--- src/rtl/wb_pkg.sv ---
// wb_pkg: shared constants for the register-file write-back arbiter.
package wb_pkg;

   localparam int WB_NUM_REGS  = 32;
   localparam int WB_ADDR_W    = $clog2(WB_NUM_REGS);
   localparam int WB_DATA_W    = 32;
   localparam int WB_ZERO_REG  = 0;
   localparam int WB_MAX_N_REQ = 8;

endpackage

--- src/rtl/regfile_wb_arbiter_if.sv ---
// regfile_wb_arbiter_if: valid/ready write-back bus from N_REQ producers.
// Per-producer fields are packed side by side, producer i at slice i.
interface regfile_wb_arbiter_if
   import wb_pkg::*;
#(
   parameter int N_REQ  = 3,
   parameter int DATA_W = WB_DATA_W,
   parameter int ADDR_W = WB_ADDR_W
);

   logic [N_REQ-1:0]        req_valid;
   logic [N_REQ-1:0]        req_ready;
   logic [N_REQ*ADDR_W-1:0] req_reg;
   logic [N_REQ*DATA_W-1:0] req_data;

   // Producers drive the request and watch ready.
   modport master (output req_valid, output req_reg, output req_data, input req_ready);

   // The arbiter consumes the request and drives ready.
   modport slave (input req_valid, input req_reg, input req_data, output req_ready);

endinterface

--- src/rtl/wb_rr_arbiter.sv ---
// wb_rr_arbiter: picks one requester, returning a one-hot grant and its index.
// With WB_RR_EN defined the search starts one past the last grant and a
// pointer register tracks that grant; otherwise index 0 has fixed priority
// and the block is purely combinational.
module wb_rr_arbiter
   import wb_pkg::*;
#(
   parameter int N = 3
) (
`ifdef WB_RR_EN
   input  logic                 clk,
   input  logic                 reset_n,
`endif
   input  logic [N-1:0]         req,
   output logic [N-1:0]         grant,
   output logic [$clog2(N)-1:0] grant_idx
);

   localparam int IDX_W = $clog2(N);

`ifdef WB_RR_EN
   logic [IDX_W-1:0] ptr;

   // Search the requesters starting one past the last granted index.
   always_comb begin
      logic [IDX_W-1:0] cand;
      logic             found;
      // NOTE: every output gets a default before any branch, so no path leaves it unassigned and no latch is inferred.
      grant     = '0;
      grant_idx = '0;
      found     = 1'b0;
      cand      = '0;
      for (int k = 1; k <= N; k++) begin
         cand = IDX_W'((int'(ptr) + k) % N);
         if (!found && req[cand]) begin
            found       = 1'b1;
            grant[cand] = 1'b1;
            grant_idx   = cand;
         end
      end
   end

   // Remember the last grant; an idle cycle leaves the pointer alone.
   always_ff @(posedge clk or negedge reset_n) begin
      if (!reset_n) begin
         ptr <= IDX_W'(N - 1);
      end else if (|req) begin
         ptr <= grant_idx;
      end
   end
`else
   // Fixed priority: the lowest requesting index wins.
   always_comb begin
      // NOTE: every output gets a default before any branch, so no path leaves it unassigned and no latch is inferred.
      grant     = '0;
      grant_idx = '0;
      for (int i = N - 1; i >= 0; i--) begin
         if (req[i]) begin
            grant     = '0;
            grant[i]  = 1'b1;
            grant_idx = IDX_W'(i);
         end
      end
   end
`endif

endmodule

--- src/rtl/regfile_wb_arbiter.sv ---
// regfile_wb_arbiter: buffers one write-back per producer, grants one per
// cycle onto the register file's single write port from registered outputs,
// and flags decode reads that hit a write still in flight.
// Build option: WB_RR_EN selects round-robin instead of fixed priority.
module regfile_wb_arbiter
   import wb_pkg::*;
#(
   parameter int N_REQ  = 3,
   parameter int DATA_W = WB_DATA_W,
   parameter int ADDR_W = WB_ADDR_W
) (
   input  logic                     clk,
   input  logic                     reset_n,
   regfile_wb_arbiter_if.slave      wb,
   output logic                     rf_we,
   output logic [ADDR_W-1:0]        rf_waddr,
   output logic [DATA_W-1:0]        rf_wdata,
   output logic [$clog2(N_REQ)-1:0] rf_wsrc,
   input  logic [ADDR_W-1:0]        chk_reg1,
   input  logic [ADDR_W-1:0]        chk_reg2,
   output logic                     hazard1,
   output logic                     hazard2,
   output logic                     busy
);

   localparam int               IDX_W    = $clog2(N_REQ);
   localparam logic [ADDR_W-1:0] ZERO_REG = ADDR_W'(WB_ZERO_REG);

   logic [N_REQ-1:0]  buf_v;
   logic [ADDR_W-1:0] buf_reg  [N_REQ];
   logic [DATA_W-1:0] buf_data [N_REQ];

   logic [N_REQ-1:0]  grant;
   logic [IDX_W-1:0]  grant_idx;
   logic [N_REQ-1:0]  accept;
   logic [N_REQ-1:0]  keep;
   logic [ADDR_W-1:0] win_reg;
   logic [DATA_W-1:0] win_data;

   wb_rr_arbiter #(.N(N_REQ)) u_arb (
`ifdef WB_RR_EN
      .clk       (clk),
      .reset_n   (reset_n),
`endif
      .req       (buf_v),
      .grant     (grant),
      .grant_idx (grant_idx)
   );

   // A slot can take a new request when empty or when it drains this edge.
   assign wb.req_ready = {N_REQ{reset_n}} & (~buf_v | grant);
   assign accept       = wb.req_valid & wb.req_ready;

   // Writes to register 0 complete the handshake but are dropped here.
   always_comb begin
      keep = '0;
      for (int i = 0; i < N_REQ; i++) begin
         keep[i] = wb.req_reg[i*ADDR_W +: ADDR_W] != ZERO_REG;
      end
   end

   // Slot occupancy: clear on grant, set on a kept acceptance (refill wins).
   always_ff @(posedge clk or negedge reset_n) begin
      if (!reset_n) begin
         // NOTE: sequential state uses non-blocking assignments so every flop samples pre-edge values.
         buf_v <= '0;
      end else begin
         for (int i = 0; i < N_REQ; i++) begin
            if (grant[i]) begin
               buf_v[i] <= 1'b0;
            end
            if (accept[i] && keep[i]) begin
               buf_v[i] <= 1'b1;
            end
         end
      end
   end

   // Slot payload capture on a kept acceptance.
   // NOTE: payload storage has no reset; buf_v alone qualifies it, so stale contents are never observed.
   always_ff @(posedge clk) begin
      for (int i = 0; i < N_REQ; i++) begin
         if (accept[i] && keep[i]) begin
            buf_reg[i]  <= wb.req_reg[i*ADDR_W +: ADDR_W];
            buf_data[i] <= wb.req_data[i*DATA_W +: DATA_W];
         end
      end
   end

   // Select the granted slot's payload.
   always_comb begin
      win_reg  = '0;
      win_data = '0;
      for (int i = 0; i < N_REQ; i++) begin
         if (grant[i]) begin
            win_reg  = buf_reg[i];
            win_data = buf_data[i];
         end
      end
   end

   // Register-file write port; data outputs hold across idle cycles.
   always_ff @(posedge clk or negedge reset_n) begin
      if (!reset_n) begin
         rf_we    <= 1'b0;
         rf_waddr <= '0;
         rf_wdata <= '0;
         rf_wsrc  <= '0;
      end else begin
         rf_we <= |buf_v;
         if (|buf_v) begin
            rf_waddr <= win_reg;
            rf_wdata <= win_data;
            rf_wsrc  <= grant_idx;
         end
      end
   end

   // Decode hazards against buffered writes and the write on the port.
   always_comb begin
      hazard1 = rf_we && (rf_waddr == chk_reg1);
      hazard2 = rf_we && (rf_waddr == chk_reg2);
      for (int i = 0; i < N_REQ; i++) begin
         if (buf_v[i] && (buf_reg[i] == chk_reg1)) hazard1 = 1'b1;
         if (buf_v[i] && (buf_reg[i] == chk_reg2)) hazard2 = 1'b1;
      end
      if (chk_reg1 == ZERO_REG) hazard1 = 1'b0;
      if (chk_reg2 == ZERO_REG) hazard2 = 1'b0;
   end

   assign busy = (|buf_v) | rf_we;

endmodule

--- src/flat_wrapper.sv ---
// flat-port wrapper written by rule: the top's interface ports become plain ports
module regfile_wb_arbiter_flat import wb_pkg::*;
#(
   parameter int N_REQ  = 3,
   parameter int DATA_W = WB_DATA_W,
   parameter int ADDR_W = WB_ADDR_W
)
  (clk, reset_n, rf_we, rf_waddr, rf_wdata, rf_wsrc, chk_reg1, chk_reg2, hazard1, hazard2, busy, wb_req_valid, wb_req_reg, wb_req_data, wb_req_ready);
  regfile_wb_arbiter_if #(.N_REQ(N_REQ), .DATA_W(DATA_W), .ADDR_W(ADDR_W)) wb_i ();
  input  logic clk;
  input  logic reset_n;
  output logic rf_we;
  output logic [ADDR_W-1:0] rf_waddr;
  output logic [DATA_W-1:0] rf_wdata;
  output logic [$clog2(N_REQ)-1:0] rf_wsrc;
  input  logic [ADDR_W-1:0] chk_reg1;
  input  logic [ADDR_W-1:0] chk_reg2;
  output logic hazard1;
  output logic hazard2;
  output logic busy;
  input wire logic [$bits(wb_i.req_valid)-1:0] wb_req_valid;
  input wire logic [$bits(wb_i.req_reg)-1:0] wb_req_reg;
  input wire logic [$bits(wb_i.req_data)-1:0] wb_req_data;
  output wire logic [$bits(wb_i.req_ready)-1:0] wb_req_ready;
  assign wb_i.req_valid = wb_req_valid;
  assign wb_i.req_reg = wb_req_reg;
  assign wb_i.req_data = wb_req_data;
  assign wb_req_ready = wb_i.req_ready;
  regfile_wb_arbiter #(.N_REQ(N_REQ), .DATA_W(DATA_W), .ADDR_W(ADDR_W)) u_core (.clk(clk), .reset_n(reset_n), .wb(wb_i), .rf_we(rf_we), .rf_waddr(rf_waddr), .rf_wdata(rf_wdata), .rf_wsrc(rf_wsrc), .chk_reg1(chk_reg1), .chk_reg2(chk_reg2), .hazard1(hazard1), .hazard2(hazard2), .busy(busy));
endmodule
--- config.mk ---
export PLATFORM = sky130hd
export DESIGN_NAME = regfile_wb_arbiter_flat
export DESIGN_NICKNAME = d
export VERILOG_FILES = /design/src/rtl/wb_pkg.sv /design/src/rtl/regfile_wb_arbiter_if.sv /design/src/rtl/wb_rr_arbiter.sv /design/src/rtl/regfile_wb_arbiter.sv /design/src/flat_wrapper.sv
export SDC_FILE = /design/constraint.sdc
export NUM_CORES = 1
export LEC_CHECK = 0
export CORE_MARGIN = 3
export CORE_UTILIZATION = 66
export CTS_BUF_LIST = sky130_fd_sc_hd__clkbuf_4
export DETAILED_ROUTE_END_ITERATION = 12
export DONT_BUFFER_PORTS = 1
export PLACE_DENSITY = 0.8
export SLEW_MARGIN = 20
export SYNTH_ARGS = -nofsm -noshare
export SYNTH_HDL_FRONTEND = slang
export SYNTH_SLANG_ARGS = --single-unit
--- constraint.sdc ---
create_clock -name clk -period 4.15 [get_ports clk]
set_input_delay 0.83 -clock clk [delete_from_list [all_inputs] [get_ports clk]]
set_output_delay 0.83 -clock clk [all_outputs]
set_load 0.1 [all_outputs]
# Yosys cells after proc, flatten, opt, wreduce, memory -nomap -nowiden
# Memory sizes are Yosys's and may differ from the RTL's.
# Cells that the tools add are included.
# W data, S select, Z words.
[word_totals]
output_inout_bits = 46
in_bits = 126
ram_bits = 111
elab_cells = 74
memories = 2
ff_bits = 43
[classes]
mux = 32
n_bitwise = 5
reduce_logical = 20
n_eq_ne = 8
[mem_list]
columns = ["memory", "depth", "word_bits", "read_ports", "rd_ports_with_merged_regs", "write_ports", "line", "rtl"]
rows = [
  ["u_core.buf_data", 3, 32, 3, 0, 3, "regfile_wb_arbiter.sv:31", "logic [DATA_W-1:0] buf_data [N_REQ];"],
  ["u_core.buf_reg", 3, 5, 3, 0, 3, "regfile_wb_arbiter.sv:30", "logic [ADDR_W-1:0] buf_reg [N_REQ];"],
]
[op_table]
columns = ["operator", "count"]
rows = [
  ["$mux W32", 3],
  ["$eq A5 B5 Y1", 8],
  ["$mux W1", 20],
  ["$mux W5", 3],
  ["$reduce_bool A5 Y1", 3],
  ["$logic_and A1 B1 Y1", 11],
  ["$logic_not A5 Y1", 2],
  ["$mux W3", 3],
  ["$and A3 B3 Y3", 2],
  ["$mux W2", 3],
  ["$reduce_bool A2 Y1", 3],
  ["$not A3 Y3", 1],
  ["$or A3 B3 Y3", 1],
  ["$reduce_or A3 Y1", 1],
  ["$or A1 B1 Y1", 1],
]

# Depth between registers and ports, before layout
# Gate-level depths: netlist of run 1.
[depth]
word_depth = 9
depth_mapped = 6
mapped_depth_nobuf = 5

# Hierarchy
# Synthesis of run 1 repeated with hierarchy kept, for this count alone.
[hier_totals]
hier_cells = 425
hier_area_um2 = 6164.7
[modules_own_cells]
columns = ["mod", "area_each_um2", "cells_each", "seq_area_each_um2", "n_inst"]
rows = [
  ["regfile_wb_arbiter", 6123.4, 420, 4409.2, 1],
  ["wb_rr_arbiter", 41.3, 5, 0.0, 1],
]

# Worst setup path before layout of run 1
# Ideal clock, no wire load.
[synth_path]
path_type = "input-to-reg"
startpoint = "in reset_n"
endpoint = "mem u_core.buf_data[0][32] (netlist name) (enable)"
t_arrival_ps = 5156
cell_stages = 3
setup_slack_ps = -1451
required_time_ps = 3705
path_buffers = 0
setup_time_ps = 445
cell_sequence = "a21boi_0 -> nand2_1 -> a21oi_1"
[synth_rtl]
columns = ["element", "line", "rtl"]
rows = [
  ["from (decl)", "flat_wrapper.sv:11", "input logic reset_n;"],
  ["to (decl)", "regfile_wb_arbiter.sv:31", ""],
]

# Worst setup path in the final report of run 1
[layout_path]
startpoint = "reg u_core.rf_waddr[1]"
endpoint = "out hazard2"
[layout_between]
elab_chain_len = 6
[layout_lines]
columns = ["element", "line", "rtl"]
rows = [
  ["from (decl)", "regfile_wb_arbiter.sv:16", "output logic [ADDR_W-1:0] rf_waddr,"],
  ["from (signal assigned)", "regfile_wb_arbiter.sv:112", "rf_waddr <= win_reg;"],
  ["$eq A5 B5 Y1", "regfile_wb_arbiter.sv:122", "hazard2 = rf_we && (rf_waddr == chk_reg2);"],
  ["$logic_and A1 B1 Y1", "regfile_wb_arbiter.sv:122", ""],
  ["$mux W1 (3 in series)", "regfile_wb_arbiter.sv:125", "if (buf_v[i] && (buf_reg[i] == chk_reg2)) hazard2 = 1'b1;"],
  ["$mux W1", "regfile_wb_arbiter.sv:128", "if (chk_reg2 == ZERO_REG) hazard2 = 1'b0;"],
  ["to (decl)", "flat_wrapper.sv:19", "output logic hazard2;"],
]
# No other way between the ends.

==> results of run 1 <==
==> timing repair <==
action,4_1_cts,5_1_grt
endpoints found under the hold margin,43,0
hold buffers,1,0
setup buffers,0,0
setup endpoints to repair,0,0
gates resized for setup,0,0
==> worst register-to-register path, cell delays in order (launching register included) <==
cell	delay, ns
dfrtp_2	0.59
nor2_1	0.28
o21a_1	0.15
buf_4	0.29
o311a_2	0.94
==> per-stage QoR <==
step	power (mW)	hold slack [ns]	worst slack, ns	area [µm²]
after CTS	3.73	0.0660	0.972	6630
after detailed placement	2.76	0.439	1.36	6290
final	3.71	0.109	1.02	6630
after global placement	2.74	0.432	1.39	6290
after floorplan	2.67	0.426	0.124	6240
after global routing	3.85	0.0582	0.841	6630
==> metal layers <==
| metal | global-route usage (%) | up-vias |
|---|---|---|
| met5 | 0 | - |
| met4 | 10.8 | 2 |
| met3 | 9.99 | 27 |
| met2 | 41.8 | 177 |
| met1 | 27.9 | 1724 |
| li1 | - | 1623 |
==> path summary, 6_finish.rpt <==
| kind | startpoint | end | cells after the start | slack [ns] |
|---|---|---|---|---|
| max in group asynchronous | reset_n | u_core.buf_v[1]$_DFFE_PN0P_ | 1 | 3.81 |
| worst max-delay path | u_core.rf_waddr[1]$_DFFE_PN0P_ | hazard2 | 7 | 1.02 |
| min in group clk | wb_req_data[66] | u_core.buf_data[0][66]$_DFFE_PP_ | 0 | 0.36 |
| worst max register to register | u_core.buf_v[0]$_DFFE_PN0P_ | u_core.buf_data[0][74]$_DFFE_PP_ | 4 | 1.52 |
| worst min register to register | u_core.buf_data[0][4]$_DFFE_PP_ | u_core.rf_wdata[4]$_DFFE_PN0P_ | 2 | 0.46 |
| worst min-delay path | reset_n | u_core.rf_wdata[0]$_DFFE_PN0P_ | 1 | 0.11 |
==> cell families after synthesis <==
logic type	share of synthesized area (%)
compound gates	7.42
xor+xnor	5.61
buf+inv	3.35
flops	70.7
mux	5.94
simple gates	7.02
==> area by class of cell <==
class,count,area (µm²)
repair buffers,14,125
fillers,578,2310
multi-input cells,266,1640
inverters,1,3.75
clock inverters,13,169
clock buffers,19,143
flip-flops and latches,154,4410
well taps,108,135
==> cell usage after synthesis (all sizes together) <==
| cell | number | share of area (%) |
|---|---|---|
| a21o | 1 | 0.12 |
| nor4 | 8 | 0.80 |
| mux2i | 37 | 5.9 |
| nand4 | 2 | 0.20 |
| o21a | 4 | 0.48 |
| a21boi | 1 | 0.12 |
| or2 | 1 | 0.10 |
| or4 | 2 | 0.24 |
| buf | 22 | 2.6 |
| a21oi | 39 | 3.1 |
| or3 | 2 | 0.20 |
| xor2 | 32 | 4.5 |
| o21bai | 1 | 0.12 |
| o311a | 3 | 0.48 |
| nor3 | 1 | 0.080 |
| clkbuf | 12 | 0.72 |
| nor2 | 40 | 2.4 |
| nand2 | 39 | 2.3 |
| inv | 1 | 0.060 |
| o21ai | 37 | 3.0 |
| dfrtp | 43 | 17 |
| edfxtp | 111 | 53 |
| nand3 | 8 | 0.64 |
| xnor2 | 8 | 1.1 |
==> cell usage in the layout (no fill, tap or decap) <==
cell / n
nor2_1: 40
nand3_1: 8
dfrtp_2: 3
o21ai_0: 37
nor4_1: 8
clkbuf_4: 19
mux2i_1: 37
xor2_1: 32
or2_2: 1
inv_6: 1
clkinv_1: 2
o311a_2: 2
or4_1: 2
a21o_1: 1
o311a_1: 1
buf_16: 1
o21bai_1: 1
nand4_1: 2
dfrtp_1: 40
inv_8: 2
clkinv_2: 1
inv_1: 1
a21oi_1: 38
nand2_1: 39
bufinv_16: 3
a21boi_2: 1
or3_1: 2
nor3_1: 1
o21a_1: 4
a21oi_4: 1
clkinv_4: 4
xnor2_1: 8
buf_4: 13
edfxtp_1: 111
==> power by group through the flow <==
stage / registers, mW / logic [mW] / clock network [mW]
global route: 2.32 / 0.467 / 1.06
CTS: 2.31 / 0.431 / 0.992
global placement: 2.34 / 0.399 / 0
detailed placement: 2.34 / 0.415 / 0
floorplan: 2.37 / 0.303 / 0
finish: 2.31 / 0.427 / 0.973
==> impl_table.tex, run 1 <==
\begin{tabular}{lr}
\hline
Metric & Value \\
\hline
\multicolumn{2}{l}{\textbf{Run status}} \\
\quad Status & finished, final reports clean \\
\multicolumn{2}{l}{\textbf{Detailed routing}} \\
\quad Antenna violation net count after detailed routing & 0 \\
\quad Final routed wirelength across all metal layers & 12,800 µm \\
\quad Vias/cell & 6.18 \\
\quad Routed met2 length & about 6600 µm \\
\quad DR iter-0 viols & $\sim$220 \\
\quad Wire length per cell after detailed routing & between 20 and 25 µm \\
\quad WL met1 & 4630 µm \\
\quad Vias post-DR & 3,553 \\
\quad DRC violation count after routing & 0 \\
\quad Highest layer used for signal routing & met5 \\
\quad Met3 Wirelength & 1270 µm \\
\quad 1st-pass router iterations & 4 \\
\multicolumn{2}{l}{\textbf{Global routing}} \\
\quad Wire length of the first global-routing pass & 18,800 µm \\
\quad Number of antenna violations at the first check in global routing & 1 \\
\quad Number of global-route vias before repair & 3,593 \\
\quad Pin count of the biggest net entering global routing & 65 \\
\quad Overflow left after global routing & 0 \\
\quad GRT Util Overall & 24.7\% \\
\multicolumn{2}{l}{\textbf{Clocking}} \\
\quad CTS tree & built \\
\quad Count of clock tree sinks & 154 \\
\quad Root Buffer Master & clkbuf\_4 \\
\quad Reg clk slew, reported paths & 0.14 ns \\
\quad Num CTS Buffers & 17 \\
\quad Source-to-sink clock delay at the later pin of the worst-skew pair & 0.55 ns \\
\quad Largest buffer count on any clock path & 2 \\
\quad \# H-tree levels & 4 \\
\multicolumn{2}{l}{\textbf{STA}} \\
\quad RSZ-0062 raised after global routing & false \\
\quad Relative slew slack & between 30\% and 40\% \\
\quad Final setup vio count & 0 \\
\quad Final critical-path required period & $\sim$3.1 ns \\
\quad Max-slew violation total from the final report & 0 \\
\quad Skew final & 0.0253 ns \\
\quad Actual transition at the worst max-transition pin & 1.03 ns \\
\quad Final sum of negative setup slack & 0 ns \\
\quad Final Hold Violating Endpoints & 0 \\
\quad Fmax achieved & roughly 320 MHz \\
\quad Final period utilization & 75.5\% \\
\multicolumn{2}{l}{\textbf{Synthesis}} \\
\quad Library cells used by synthesis & 26 \\
\quad Mapped cell area & 6240 µm² \\
\quad Synthesized Nets & 581 \\
\quad Share of the yosys chip area belonging to registers & 70.7\% \\
\quad Number of storage elements in the synthesis netlist & roughly 150 \\
\quad Per-instance average area after synthesis & approximately 14 µm² \\
\quad Synthesis warning total & 0 \\
\quad Cell count after synthesis & around 460 \\
\multicolumn{2}{l}{\textbf{Layout}} \\
\quad Number of flip-flops under the largest register name & 96 \\
\quad Number of non-filler instances in the completed layout & 575 \\
\quad Share of cells above drive strength 1 & roughly 11\% \\
\quad Fraction of the core area covered by cells at the end of the flow & 74.2\% \\
\quad Area added between synthesis and finish & 6.22\% \\
\quad Antenna cell count & 0 \\
\quad Total Nets Final & slightly below 600 \\
\multicolumn{2}{l}{\textbf{Worst setup path}} \\
\quad Endpoint required time on the critical path & 3.32 ns \\
\quad Highest-delay cell along the critical path & dfrtp\_1 \\
\quad Worst Setup Start Kind & flip-flop \\
\quad Cell Chain, Critical Path & buf\_4, xor2\_1, nor4\_1, nand3\_1, nand4\_1, o21a\_1, buf\_4 \\
\quad Dominant cell type by count on the critical path & buf\_4 \\
\quad Delay-heaviest family, CP & simple AND/OR/NAND/NOR gates \\
\quad Arrival time at the worst endpoint & $\sim$2.3 ns \\
\quad Worst setup path category & reg -> out \\
\quad Worst Setup End Kind & output port \\
\quad Largest fanout on the critical path & 4 \\
\quad Worst path bufs/invs & 2 \\
\quad Worst stage delay on the critical path & 0.39 ns \\
\multicolumn{2}{l}{\textbf{Power}} \\
\quad Clock group share of total power & 26.2\% \\
\quad Maximum resistive drop on vdd & 0.485 mV \\
\quad Power per cell area & 560 nW/µm² \\
\quad Power share of the sequential group & between 60 and 70\% \\
\quad Internal Power & 2.36 mW \\
\quad Switching power & approximately 1.3 mW \\
\quad Switching power as a share of total power & a little over a third \\
\quad Gate power share & 11.5\% \\
\quad Leakage component of the power & 2.43 nW \\
\multicolumn{2}{l}{\textbf{Die}} \\
\quad Height of the die & about 100 µm \\
\quad Starting density of the core & 69.8\% \\
\quad Full die area & 10,700 µm² \\
\quad Die X & just over 100 µm \\
\quad Placeable Area & 8930 µm² \\
\quad \# IOs & around 170 \\
\quad Placement Rows & 34 \\
\multicolumn{2}{l}{\textbf{Job}} \\
\quad Count of maximum capacitance violations & 0 \\
\multicolumn{2}{l}{\textbf{Placement}} \\
\quad Placer congestion estimate & 0.875 \\
\quad Port-buffer cells & 0 \\
\quad Post-DP HPWL & 8080 µm \\
\quad Cell count after placement & between 500 and 600 \\
\multicolumn{2}{l}{\textbf{Min path}} \\
\quad Worst Hold Class & in -> async \\
\hline
\end{tabular}
Power figures use the tool's default switching activity.
==> inputs of run 2 (changes only) <==
Clock period 4.15 ns to 2.9 ns, I/O delays scaled along.
==> impl_table.tex, run 2 (synthesis gave the netlist of run 1 again) <==
\begin{tabular}{lr}
\hline
Metric & Value \\
\hline
\multicolumn{2}{l}{\textbf{Placement}} \\
\quad Post-DP HPWL & 8090 µm \\
\quad Port-buffer cells & 0 \\
\quad Placer congestion estimate & 0.954 \\
\quad Cell count after placement & 544 \\
\multicolumn{2}{l}{\textbf{STA}} \\
\quad RSZ-0062 raised after global routing & false \\
\quad Final critical-path required period & 2.74 ns \\
\quad Skew final & about 0.013 ns \\
\quad Actual transition at the worst max-transition pin & just over 1 ns \\
\quad Max-slew violation total from the final report & 0 \\
\quad Final period utilization & 94.4\% \\
\quad Final sum of negative setup slack & 0 ns \\
\quad Fmax achieved & 365 MHz \\
\quad Final setup vio count & 0 \\
\quad Final Hold Violating Endpoints & 0 \\
\quad Relative slew slack & 31.9\% \\
\multicolumn{2}{l}{\textbf{Clocking}} \\
\quad \# H-tree levels & 4 \\
\quad CTS tree & built \\
\quad Root Buffer Master & clkbuf\_4 \\
\quad Count of clock tree sinks & $\sim$150 \\
\quad Count of buffers added by post-CTS timing repair for setup & 0 \\
\quad Reg clk slew, reported paths & 0.13 ns \\
\quad Largest buffer count on any clock path & 2 \\
\quad Num CTS Buffers & 17 \\
\quad Source-to-sink clock delay at the later pin of the worst-skew pair & 0.52 ns \\
\multicolumn{2}{l}{\textbf{Power}} \\
\quad Total Power Consumption & 5.22 mW \\
\quad Power per cell area & 782 nW/µm² \\
\quad Leakage component of the power & 2.43 nW \\
\quad Maximum resistive drop on vdd & 0.780 mV \\
\multicolumn{2}{l}{\textbf{Layout}} \\
\quad Commonest non-fill, non-tap cells in the layout & 111 x edfxtp\_1, 40 x nor2\_1, 39 x nand2\_1, 38 x a21oi\_1 \\
\quad Antenna cell count & 0 \\
\quad Commonest non-fill, non-tap cell in the layout & edfxtp\_1 \\
\quad Area added between synthesis and finish & 6.98\% \\
\quad Number of non-filler instances in the completed layout & around 580 \\
\quad Total Nets Final & 583 \\
\quad Layout filler cell count & between 500 and 600 \\
\quad Share of cells above drive strength 1 & 12.8\% \\
\quad Number of flip-flops under the largest register name & between 90 and 100 \\
\multicolumn{2}{l}{\textbf{Die}} \\
\quad Die X & 103 µm \\
\quad Full die area & 10,700 µm² \\
\quad Starting density of the core & 69.8\% \\
\quad Height of the die & 103 µm \\
\quad \# IOs & 172 \\
\quad Placement Rows & 34 \\
\quad Placeable Area & between 8000 and 9000 µm² \\
\multicolumn{2}{l}{\textbf{Worst setup path}} \\
\quad R2R depth & 3 \\
\quad Endpoint required time on the critical path & between 2 and 2.5 ns \\
\quad Largest fanout on the critical path & 4 \\
\quad Worst Setup End Kind & output port \\
\quad Worst setup path category & reg -> out \\
\quad Setup slack of the most critical reg-to-reg path & between 0.7 and 0.8 ns \\
\quad Arrival time at the worst endpoint & 2.16 ns \\
\quad Critical R2R Launch & u\_core.buf\_v[1]\$\_DFFE\_PN0P\_ \\
\quad RR Endpoint & u\_core.buf\_data[0][69]\$\_DFFE\_PP\_ \\
\quad Worst Setup Start Kind & flip-flop \\
\multicolumn{2}{l}{\textbf{Detailed routing}} \\
\quad DRC violation count after routing & 0 \\
\quad Antenna violation net count after detailed routing & 0 \\
\quad Final routed wirelength across all metal layers & 12,800 µm \\
\quad DR iter-0 viols & 207 \\
\quad Wire length per cell after detailed routing & 22.1 µm \\
\quad Vias post-DR & 3,557 \\
\quad Vias/cell & 6.15 \\
\quad 1st-pass router iterations & 5 \\
\multicolumn{2}{l}{\textbf{Global routing}} \\
\quad Number of antenna violations at the first check in global routing & 0 \\
\quad Pin count of the biggest net entering global routing & 54 \\
\quad GRT Util Overall & 24.5\% \\
\quad Number of global-route vias before repair & around 3.5k \\
\quad Wire length of the first global-routing pass & 18,500 µm \\
\quad Overflow left after global routing & 0 \\
\multicolumn{2}{l}{\textbf{Job}} \\
\quad Count of maximum capacitance violations & 0 \\
\multicolumn{2}{l}{\textbf{Min path}} \\
\quad Worst Hold Class & in -> reg \\
\quad Number of instances on the worst hold path & 0 \\
\quad Worst hold endpoint & u\_core.buf\_data[0][50]\$\_DFFE\_PP\_ \\
\quad HP Start & wb\_req\_data[50] \\
\multicolumn{2}{l}{\textbf{Run status}} \\
\quad Status & finished, final reports clean \\
\hline
\end{tabular}
-- run 2: changes by cell type in the layout (fill, tap and decap cells not counted), sizes merged --
cell,previous run,this run
clkinvlp,0,3
clkinv,7,4
bufinv,3,2
dlygate4sd3,0,1
clkbuf,19,17
buf,14,16
inv,4,7
-- run 2: area by class of cell --
cell class / instances / area [µm²] / area share, %
multi-input cells: 266 / 1650 / 24.7
clock buffers: 17 / 128 / 1.91
inverters: 1 / 3.75 / 0.0562
repair buffers: 17 / 175 / 2.62
well taps: 108 / 135 / 2.02
clock inverters: 15 / 163 / 2.44
flip-flops and latches: 154 / 4420 / 66.2
-- run 2: power breakdown --
part           switching, mW  leakage, nW  internal (mW)
registers              0.754         1.56           2.55
clock network          0.766        0.151          0.528
logic                  0.408        0.724          0.211
-- run 2: per-stage QoR --
step / setup WS [ns] / cell area (µm²) / util [%] / hold slack [ns]
after floorplan: 0.0272 / 6260 / - / 0.284
after global placement: 0.648 / 6330 / 70.9 / 0.286
after CTS: 0.0178 / 6660 / 74.6 / 0.0906
after global routing: 0.00396 / 6680 / 74.7 / 0.0642
after detailed placement: 0.587 / 6330 / 70.9 / 0.286
final: 0.162 / 6680 / 74.7 / 0.143
-- run 2: per-layer routing --
layer / GRT usage (%) / vias up / share of wire, %
li1: - / 1643 / -
met1: 27.9 / 1713 / 36
met2: 40.5 / 183 / 52
met3: 11.1 / 18 / 11
met4: 10.1 / 0 / 2.1
met5: 0 / - / 0
-- run 2: worst max path at each step --
stage                                    startpoint  endpoint  slack [ns]
floorplan            u_core.rf_waddr[4]$_DFFE_PN0P_   hazard1        0.03
global placement     u_core.rf_waddr[3]$_DFFE_PN0P_   hazard1        0.65
detailed placement   u_core.rf_waddr[3]$_DFFE_PN0P_   hazard2        0.59
CTS                  u_core.rf_waddr[3]$_DFFE_PN0P_   hazard2        0.02
global route        u_core.buf_reg[0][14]$_DFFE_PP_   hazard2       0.004
finish               u_core.rf_waddr[3]$_DFFE_PN0P_   hazard2        0.16
-- run 2: what timing repair did --
| item | CTS | global route |
|---|---|---|
| pin swaps | 0 | 2 |
| endpoints found under the hold margin | 43 | 0 |
| hold buffers | 2 | 0 |
| gates resized for setup | 1 | 2 |
| endpoints found under the setup margin | 1 | 2 |
-- run 2: worst max-delay path, cell delays in order (launching register included) --
cell and delay [ns]:
dfrtp_4 0.66, xor2_1 0.20, nor4_1 0.18, nand3_1 0.11, nand4_1 0.12, o21a_1 0.18
buf_12 0.18
==> inputs of run 3 (changes only) <==
Settings changed: CORE_UTILIZATION 66 to 45, PLACE_DENSITY 0.8 to 0.58.
==> impl_table.tex, run 3 (synthesis gave the netlist of run 1 again) <==
\begin{tabular}{lr}
\hline
Metric & Value \\
\hline
\multicolumn{2}{l}{\textbf{Worst setup path}} \\
\quad Worst Setup Start Kind & flip-flop \\
\quad R2R depth & 4 \\
\quad Highest-delay cell along the critical path & dfrtp\_4 \\
\quad Arrival time at the worst endpoint & $\sim$2.3 ns \\
\quad Delay-heaviest family, CP & flip-flops \\
\quad Endpoint required time on the critical path & about 2.3 ns \\
\quad Largest fanout on the critical path & 4 \\
\quad Number of cells on the critical path & 6 \\
\quad Cell Chain, Critical Path & xor2\_1, nor4\_1, nand3\_1, nand4\_1, o21a\_1, buf\_12 \\
\quad Worst setup path category & reg -> out \\
\quad Worst path bufs/invs & 1 \\
\quad Worst stage delay on the critical path & 0.65 ns \\
\quad Worst Setup End Kind & output port \\
\multicolumn{2}{l}{\textbf{Job}} \\
\quad Count of maximum capacitance violations & 0 \\
\multicolumn{2}{l}{\textbf{Clocking}} \\
\quad Source-to-sink clock delay at the later pin of the worst-skew pair & 0.55 ns \\
\quad Root Buffer Master & clkbuf\_4 \\
\quad Count of clock tree sinks & 154 \\
\quad Num CTS Buffers & 17 \\
\quad Reg clk slew, reported paths & between 0.1 and 0.15 ns \\
\quad CTS tree & built \\
\quad \# H-tree levels & 4 \\
\quad Largest buffer count on any clock path & 2 \\
\multicolumn{2}{l}{\textbf{Power}} \\
\quad Maximum resistive drop on vdd & 0.371 mV \\
\quad Leakage component of the power & 2.43 nW \\
\quad Power per cell area & 769 nW/µm² \\
\multicolumn{2}{l}{\textbf{STA}} \\
\quad Final setup vio count & 0 \\
\quad Skew final & 0.0213 ns \\
\quad Relative slew slack & 32.1\% \\
\quad RSZ-0062 raised after global routing & true \\
\quad Max-slew violation total from the final report & 0 \\
\quad Final critical-path required period & 2.85 ns \\
\quad Final period utilization & 98.2\% \\
\quad Final Hold Violating Endpoints & 0 \\
\quad Fmax achieved & 351 MHz \\
\quad Final sum of negative setup slack & 0 ns \\
\quad Actual transition at the worst max-transition pin & 1.02 ns \\
\multicolumn{2}{l}{\textbf{Layout}} \\
\quad Commonest non-fill, non-tap cells in the layout & 111 x edfxtp\_1, 40 x nor2\_1, 39 x nand2\_1, 38 x a21oi\_1 \\
\quad Number of flip-flops under the largest register name & 96 \\
\quad Antenna cell count & 0 \\
\quad Final Cell Area & 6740 µm² \\
\quad Layout filler cell count & 1,160 \\
\quad Share of cells above drive strength 1 & 12.1\% \\
\quad Commonest non-fill, non-tap cell in the layout & edfxtp\_1 \\
\quad Area added between synthesis and finish & 8.06\% \\
\quad Total Nets Final & just under 600 \\
\multicolumn{2}{l}{\textbf{Die}} \\
\quad \# IOs & 172 \\
\quad Height of the die & 124 µm \\
\quad Placeable Area & 13,400 µm² \\
\quad Placement Rows & 42 \\
\quad Starting density of the core & 46.6\% \\
\quad Full die area & 15,300 µm² \\
\quad Die X & $\sim$120 µm \\
\multicolumn{2}{l}{\textbf{Detailed routing}} \\
\quad DR iter-0 viols & between 200 and 250 \\
\quad Antenna violation net count after detailed routing & 0 \\
\quad 1st-pass router iterations & 4 \\
\quad Vias/cell & 5.34 \\
\quad Wire length per cell after detailed routing & 20.7 µm \\
\quad Final routed wirelength across all metal layers & 13,400 µm \\
\quad DRC violation count after routing & 0 \\
\quad Vias post-DR & 3,455 \\
\multicolumn{2}{l}{\textbf{Global routing}} \\
\quad Number of global-route vias before repair & 3,565 \\
\quad GRT Util Overall & between 10\% and 20\% \\
\quad Wire length of the first global-routing pass & 19,500 µm \\
\quad Number of antenna violations at the first check in global routing & 1 \\
\quad Pin count of the biggest net entering global routing & 54 \\
\quad Overflow left after global routing & 0 \\
\multicolumn{2}{l}{\textbf{Placement}} \\
\quad Post-DP HPWL & 8710 µm \\
\quad Port-buffer cells & 0 \\
\quad Dpl cell area & 6420 µm² \\
\quad Placer congestion estimate & between 0.8 and 0.9 \\
\multicolumn{2}{l}{\textbf{Min path}} \\
\quad Worst Hold Class & in -> reg \\
\quad Number of instances on the worst hold path & 0 \\
\multicolumn{2}{l}{\textbf{Run status}} \\
\quad Status & finished, final reports clean \\
\hline
\end{tabular}
-- run 3: final timing paths --
| path | endpoint | start | slack, ns |
|---|---|---|---|
| worst min register to register | u_core.rf_wdata[27]$_DFFE_PN0P_ | u_core.buf_data[0][27]$_DFFE_PP_ | 0.45 |
| max in group asynchronous | u_core.rf_waddr[3]$_DFFE_PN0P_ | reset_n | 2.10 |
| worst max register to register | u_core.buf_data[0][88]$_DFFE_PP_ | u_core.buf_v[1]$_DFFE_PN0P_ | 0.92 |
| worst max-delay path | hazard1 | u_core.rf_waddr[1]$_DFFE_PN0P_ | 0.05 |
| worst min-delay path | u_core.buf_data[0][28]$_DFFE_PP_ | wb_req_data[28] | 0.11 |
| min in group asynchronous | u_core.rf_wdata[27]$_DFFE_PN0P_ | reset_n | 0.53 |
-- run 3: layout make-up --
cell class | instances | area, µm² | share of cell area, %
Inverter | 1 | 3.75 | 0.0557
Sequential cell | 154 | 4420 | 65.6
Clock buffer | 20 | 150 | 2.23
Multi-Input combinational cell | 266 | 1640 | 24.3
Timing Repair Buffer | 18 | 183 | 2.71
Clock inverter | 12 | 125 | 1.86
Tap cell | 176 | 220 | 3.27
-- run 3: worst reg2reg max path, delay by kind of cell (launching register included) --
kind	cells	cell delay [ns]
buf+inv	1	0.30
compound gates	2	0.38
simple gates	1	0.34
flops	1	0.63
-- run 3: metal layers --
metal / vias up / global-route usage [%] / part of all wire (%)
met5: - / 0 / 0.15
met4: 2 / 7.54 / 2.0
met3: 23 / 8.58 / 10
met2: 155 / 29.3 / 50
met1: 1637 / 19.2 / 38
li1: 1638 / - / -
-- run 3: metrics by stage --
step           hold slack [ns]  instances  power, mW  util (%)  setup slack [ns]
6_report                 0.113        647       5.18      50.3            0.0523
5_1_grt                 0.0453        647       5.40      50.3            -0.119
3_5_place_dp             0.286        613       3.96      47.9             0.570
3_3_place_gp             0.286        613       3.94      47.9             0.594
4_1_cts                 0.0564        647       5.25      50.3           -0.0130
2_1_floorplan            0.284        455       3.83         -            0.0272
-- run 3: report_power, final --
part	leakage, nW	switching, mW	internal (mW)
logic	0.728	0.372	0.208
registers	1.56	0.782	2.55
clock network	0.143	0.732	0.536
total	2.43	1.89	3.30
-- run 3: repair_timing --
item	CTS	global route
resized for setup	2	0
endpoints found under the hold margin	43	0
endpoints found under the setup margin	2	2
hold buffers	2	0
gates cloned	0	0
pin swaps	8	2
setup buffers	0	0
